## config.mk

```make
export PLATFORM = sky130hd
export DESIGN_NAME = test1_mon
export DESIGN_NICKNAME = d
export VERILOG_FILES = /design/src/rtl/test1_mon.sv
export SDC_FILE = /design/constraint.sdc
export NUM_CORES = 1
export LEC_CHECK = 0
export CAP_MARGIN = 20
export CORE_MARGIN = 3
export CORE_UTILIZATION = 51
export DETAILED_ROUTE_END_ITERATION = 6
export PLACE_DENSITY = 0.75
export SETUP_SLACK_MARGIN = 0.3
export SLEW_MARGIN = 40
export SYNTH_ARGS = -nofsm -noshare
export SYNTH_HDL_FRONTEND = slang
export SYNTH_SLANG_ARGS = --single-unit
```

## constraint.sdc

```tcl
create_clock -name clk -period 4.9 [get_ports clk]
set_input_delay 0.98 -clock clk [delete_from_list [all_inputs] [get_ports clk]]
set_output_delay 0.98 -clock clk [all_outputs]
set_load 0.1 [all_outputs]
```

## src/rtl/test1_mon.sv

```systemverilog
// Monitors the untimed test1 signal: synchronises and deglitches it, counts
// filtered rising edges and reports each high-pulse width through a valid/ready handshake.
module test1_mon #(
  parameter int CNT_W = 16,
  parameter int FILT  = 2
) (
  input  logic             clk,
  input  logic             rstb,
  input  logic             test1,
  input  logic             clr,
  input  logic             meas_ready,
  output logic             meas_valid,
  output logic [CNT_W-1:0] meas_width,
  output logic             meas_ovf,
  output logic             meas_drop,
  output logic [CNT_W-1:0] edge_cnt,
  output logic             level
);

  localparam logic [1:0]       ST_IDLE     = 2'd0;
  localparam logic [1:0]       ST_MEAS     = 2'd1;
  localparam logic [1:0]       ST_WAIT_LOW = 2'd2;
  localparam logic [3:0]       FILT_LAST   = 4'(FILT - 1);
  localparam logic [CNT_W-1:0] CNT_MAX     = {CNT_W{1'b1}};

  logic [1:0]       sync_reg;
  logic [3:0]       filt_cnt_reg, filt_cnt_next;
  logic             level_reg, level_next;
  logic [1:0]       state_reg, state_next;
  logic [CNT_W-1:0] width_cnt_reg, width_cnt_next;
  logic             ovf_reg, ovf_next;
  logic [CNT_W-1:0] edge_cnt_reg, edge_cnt_next;
  logic             valid_reg, valid_next;
  logic [CNT_W-1:0] width_out_reg, width_out_next;
  logic             ovf_out_reg, ovf_out_next;
  logic             drop_reg, drop_next;

  logic sync;
  logic toggle;
  logic rise;
  logic fall;
  logic load;

  always_comb begin
    sync           = sync_reg[1];
    toggle         = (sync != level_reg) && (filt_cnt_reg == FILT_LAST);
    rise           = toggle && !level_reg;
    fall           = toggle && level_reg;
    filt_cnt_next  = ((sync == level_reg) || toggle) ? 4'd0 : filt_cnt_reg + 4'd1;
    level_next     = level_reg ^ toggle;

    load           = 1'b0;
    state_next     = state_reg;
    width_cnt_next = width_cnt_reg;
    ovf_next       = ovf_reg;
    edge_cnt_next  = edge_cnt_reg;
    valid_next     = valid_reg;
    width_out_next = width_out_reg;
    ovf_out_next   = ovf_out_reg;
    drop_next      = drop_reg;

    if (clr) begin
      // Decide on the post-edge level so the FSM never waits for a fall that already happened.
      state_next     = level_next ? ST_WAIT_LOW : ST_IDLE;
      width_cnt_next = '0;
      ovf_next       = 1'b0;
      edge_cnt_next  = '0;
      valid_next     = 1'b0;
      width_out_next = '0;
      ovf_out_next   = 1'b0;
      drop_next      = 1'b0;
    end else begin
      if (rise)
        edge_cnt_next = edge_cnt_reg + CNT_W'(1);

      case (state_reg)
        ST_IDLE: begin
          if (rise) begin
            state_next     = ST_MEAS;
            width_cnt_next = CNT_W'(1);
            ovf_next       = 1'b0;
          end
        end
        ST_MEAS: begin
          if (fall) begin
            state_next = ST_IDLE;
            load       = 1'b1;
          end else if (level_reg) begin
            if (width_cnt_reg == CNT_MAX)
              ovf_next = 1'b1;
            else
              width_cnt_next = width_cnt_reg + CNT_W'(1);
          end
        end
        ST_WAIT_LOW: begin
          if (fall)
            state_next = ST_IDLE;
        end
        default: state_next = ST_IDLE;
      endcase

      // A freshly completed pulse always replaces the held result.
      if (load) begin
        valid_next     = 1'b1;
        width_out_next = width_cnt_reg;
        ovf_out_next   = ovf_reg;
        if (valid_reg && !meas_ready)
          drop_next = 1'b1;
      end else if (valid_reg && meas_ready) begin
        valid_next = 1'b0;
      end
    end
  end

  always_ff @(posedge clk or negedge rstb) begin
    if (!rstb) begin
      sync_reg      <= 2'b00;
      filt_cnt_reg  <= 4'd0;
      level_reg     <= 1'b0;
      state_reg     <= ST_IDLE;
      width_cnt_reg <= '0;
      ovf_reg       <= 1'b0;
      edge_cnt_reg  <= '0;
      valid_reg     <= 1'b0;
      width_out_reg <= '0;
      ovf_out_reg   <= 1'b0;
      drop_reg      <= 1'b0;
    end else begin
      sync_reg      <= {sync_reg[0], test1};
      filt_cnt_reg  <= filt_cnt_next;
      level_reg     <= level_next;
      state_reg     <= state_next;
      width_cnt_reg <= width_cnt_next;
      ovf_reg       <= ovf_next;
      edge_cnt_reg  <= edge_cnt_next;
      valid_reg     <= valid_next;
      width_out_reg <= width_out_next;
      ovf_out_reg   <= ovf_out_next;
      drop_reg      <= drop_next;
    end
  end

  assign meas_valid = valid_reg;
  assign meas_width = width_out_reg;
  assign meas_ovf   = ovf_out_reg;
  assign meas_drop  = drop_reg;
  assign edge_cnt   = edge_cnt_reg;
  assign level      = level_reg;

endmodule

```

==> metrics.csv <==
stage;metric;value;unit
global_route;busiest_layer;met2;
cells_and_area;antenna_cells;0;
timing;slew_headroom;0.6360;
global_route;antenna_found_initial;0;
synthesis;yosys-top-cells-area;dfrtp_1, a22o_1, nand2_1, nor2_1, a21oi_1;
global_route;grt_overflow;0;
hold_path;min_delay_path_depth;0;
routing;drc;0;
global_route;grt_pass1_wl;10.51;mm
timing;fin_tns_setup;0;ps
timing;grt_setup_unrepaired;no;
global_route;use_met2;0.3304;
placed_design;dp_slack;1860;ps
cells_and_area;area_growth;18.97;%
worst_setup_path;startpoint_type;primary input;
floorplan;coreArea;0.005574;mm2
routing;drt_iter0_drc;171;
floorplan;fp.dieW;82.13;um
global_route;met3_usage;0.07267;
synthesis;synth_most_common_cell;dfrtp_1;
clock_network;ctsHoldBuffers;0;
synthesis;synth_area_per_cell;10.33;um2
worst_setup_path;cp_max_fo;28;
pwr;vdd_ir_drop_max;0.2556;mV
run;drv_cap;0;
clock_network;cts_buffer_depth;2;
routing;ant_nets;0;
floorplan;dieHeight;82.13;um
worst_setup_path;crit_type;in -> reg;
floorplan;rows;27;
worst_setup_path;critPathCaptureType;flop;
clock_network;clk_latency;350;ps
routing;via_per_inst;5.724;
synthesis;yosys.area.top_type_share;0.5165;
global_route;grt_max_degree;62;
cells_and_area;design_area;0.003516;mm2
cells_and_area;fin_nets;344;
synthesis;netlist_area;0.002955;mm2
synthesis;netlist_instances;286;
clock_network;path_clk_slew;70;ps
clock_network;cts_root_buf;clkbuf_8;
outcome;status;finished clean;
synthesis;synth_edf_count;0;
synthesis;synth.yosys.warnings;0;
timing;fin_skew;9.881;ps
timing;setup_viol;0;
placed_design;globalplace.congestion;0.8689;
placed_design;dpl.hpwl;4.267;mm
pwr;power.density;410.4;mW/mm2
floorplan;initial_core_util;0.5302;
synthesis;synth_top_area_cell;dfrtp_1;
global_route;met1_usage;0.2586;
synthesis;syn-num-nets;297;
timing;clock.fmax;377.0;MHz
timing;fin_crit;2653;ps
cells_and_area;fill_cells;480;
synthesis;ys_types;49;
floorplan;dieArea;0.006745;mm2
timing;period_share;0.5414;
clock_network;postCtsSetupBuffers;0;
clock_network;cts_tree;built;
clock_network;cts_buffers;9;
cells_and_area;regArea;0.001526;mm2
timing;tightestPinTransition;546.0;ps
cells_and_area;multi_input_area;0.001354;mm2
global_route;grt.total_usage;0.2095;
synthesis;synthArstFlopShare;1.000;
worst_setup_path;required;5180;ps
timing;final_hold_viol_count;0;
timing;setup_ws;2247;ps
clock_network;cts_resized;0;
placed_design;port_buffers;40;
routing;routed_wl;6.294;mm
routing;num_vias;2347;
routing;wire_per_inst;15.35;um
synthesis;netlist_top_cells_count;dfrtp_1, nand2_1, nor2_1;
floorplan;io_pins;41;
timing;maxSlewViolCount;0;
worst_setup_path;cp.arrival;2930;ps
synthesis;synth_seq_area_share;0.5165;
clock_network;clock-sinks;61;
worst_setup_path;r2r_cells;8;
placed_design;postPlaceCellArea;0.003246;mm2
synthesis;synth_flop_cell;dfrtp_1;
cells_and_area;drive_gt1_frac;0.2041;
global_route;grt_pass1_vias;2233;
clock_network;htreeDepth;3;
synthesis;ys_seq_elements;61;
pwr;power.leakage;1.653;nW
routing;dr.pass1.iters;4;
hold_path;hold_class;reg -> reg;
final cells by class:
type	instances	area share
clock buffer	13	0.04804
clock inverter	3	0.02562
inverter	8	0.008541
multi-input combinational	208	0.3851
sequential	61	0.4342
tap	72	0.02562
timing repair buffer	45	0.07295
worst paths after layout:
path                                 start                 to  slack [ps]
hold / removal                 sync_reg[0]        sync_reg[1]         350
setup / recovery                       clr  width_cnt_reg[13]        2250
hold reg to reg                sync_reg[0]        sync_reg[1]         350
max in group asynchronous             rstb              level        3820
min in group asynchronous             rstb      meas_width[4]         690
setup reg to reg           filt_cnt_reg[1]   width_cnt_reg[0]        2790
cell usage in the layout, fill, tap and decap left out, drive strengths merged, types with 4 or more instances in the layout:
| cell | synthesis | final |
|---|---|---|
| ha | 6 | 6 |
| and3 | 4 | 4 |
| nor2 | 28 | 28 |
| nand2 | 27 | 27 |
| nand2b | 5 | 5 |
| a22o | 19 | 19 |
| xnor2 | 7 | 7 |
| inv | 8 | 8 |
| o21ai | 16 | 16 |
| buf | 4 | 41 |
| nand3 | 11 | 11 |
| nor2b | 4 | 4 |
| clkbuf | 5 | 14 |
| a21oi | 15 | 15 |
| nand4 | 12 | 12 |
| or3 | 5 | 5 |
| dfrtp | 61 | 61 |
| a31oi | 8 | 8 |
| o22ai | 5 | 5 |
| xor2 | 7 | 7 |
stage by stage:
step | hold WS [ps] | instances | util | power, mW
2_1_floorplan | 331.2 | 286 | - | 0.8057
3_3_place_gp | 333.0 | 393 | 0.6146 | 0.8726
3_5_place_dp | 344.8 | 393 | 0.5823 | 0.8729
4_1_cts | 358.6 | 409 | 0.6287 | 1.453
5_1_grt | 374.9 | 410 | 0.6308 | 1.512
6_report | 353.4 | 410 | 0.6308 | 1.443
critical path, stage by stage:
cell and delay, ps:
clkdlybuf4s50_1 390, buf_4 220, nand2b_1 370, nor3_2 440, and2_1 290, a21oi_1 90
a31oi_1 130
per-layer routing:
metal	up-vias	wire length, um
met5	-	0
met4	0	130
met3	11	282
met2	54	3050
li1	1144	-
met1	1138	2831
logic make-up (layout without fill, tap and decap cells):
| group | count (synthesis) | in the layout | share of synthesized area |
|---|---|---|---|
| fa+ha+maj | 6 | 6 | 0.02540 |
| xor+xnor | 14 | 14 | 0.04149 |
| buf+inv | 17 | 69 | 0.02540 |
| simple gates | 114 | 114 | 0.2218 |
| flops | 61 | 61 | 0.5165 |
| compound gates | 74 | 74 | 0.1693 |
report_power, final:
group / internal [mW] / switching (mW) / leakage [nW]
registers: 0.530 / 0.0282 / 0.840
logic: 0.0970 / 0.209 / 0.684
clock network: 0.380 / 0.198 / 0.130
total: 1.01 / 0.436 / 1.65
(Power assumes the default switching activity.)
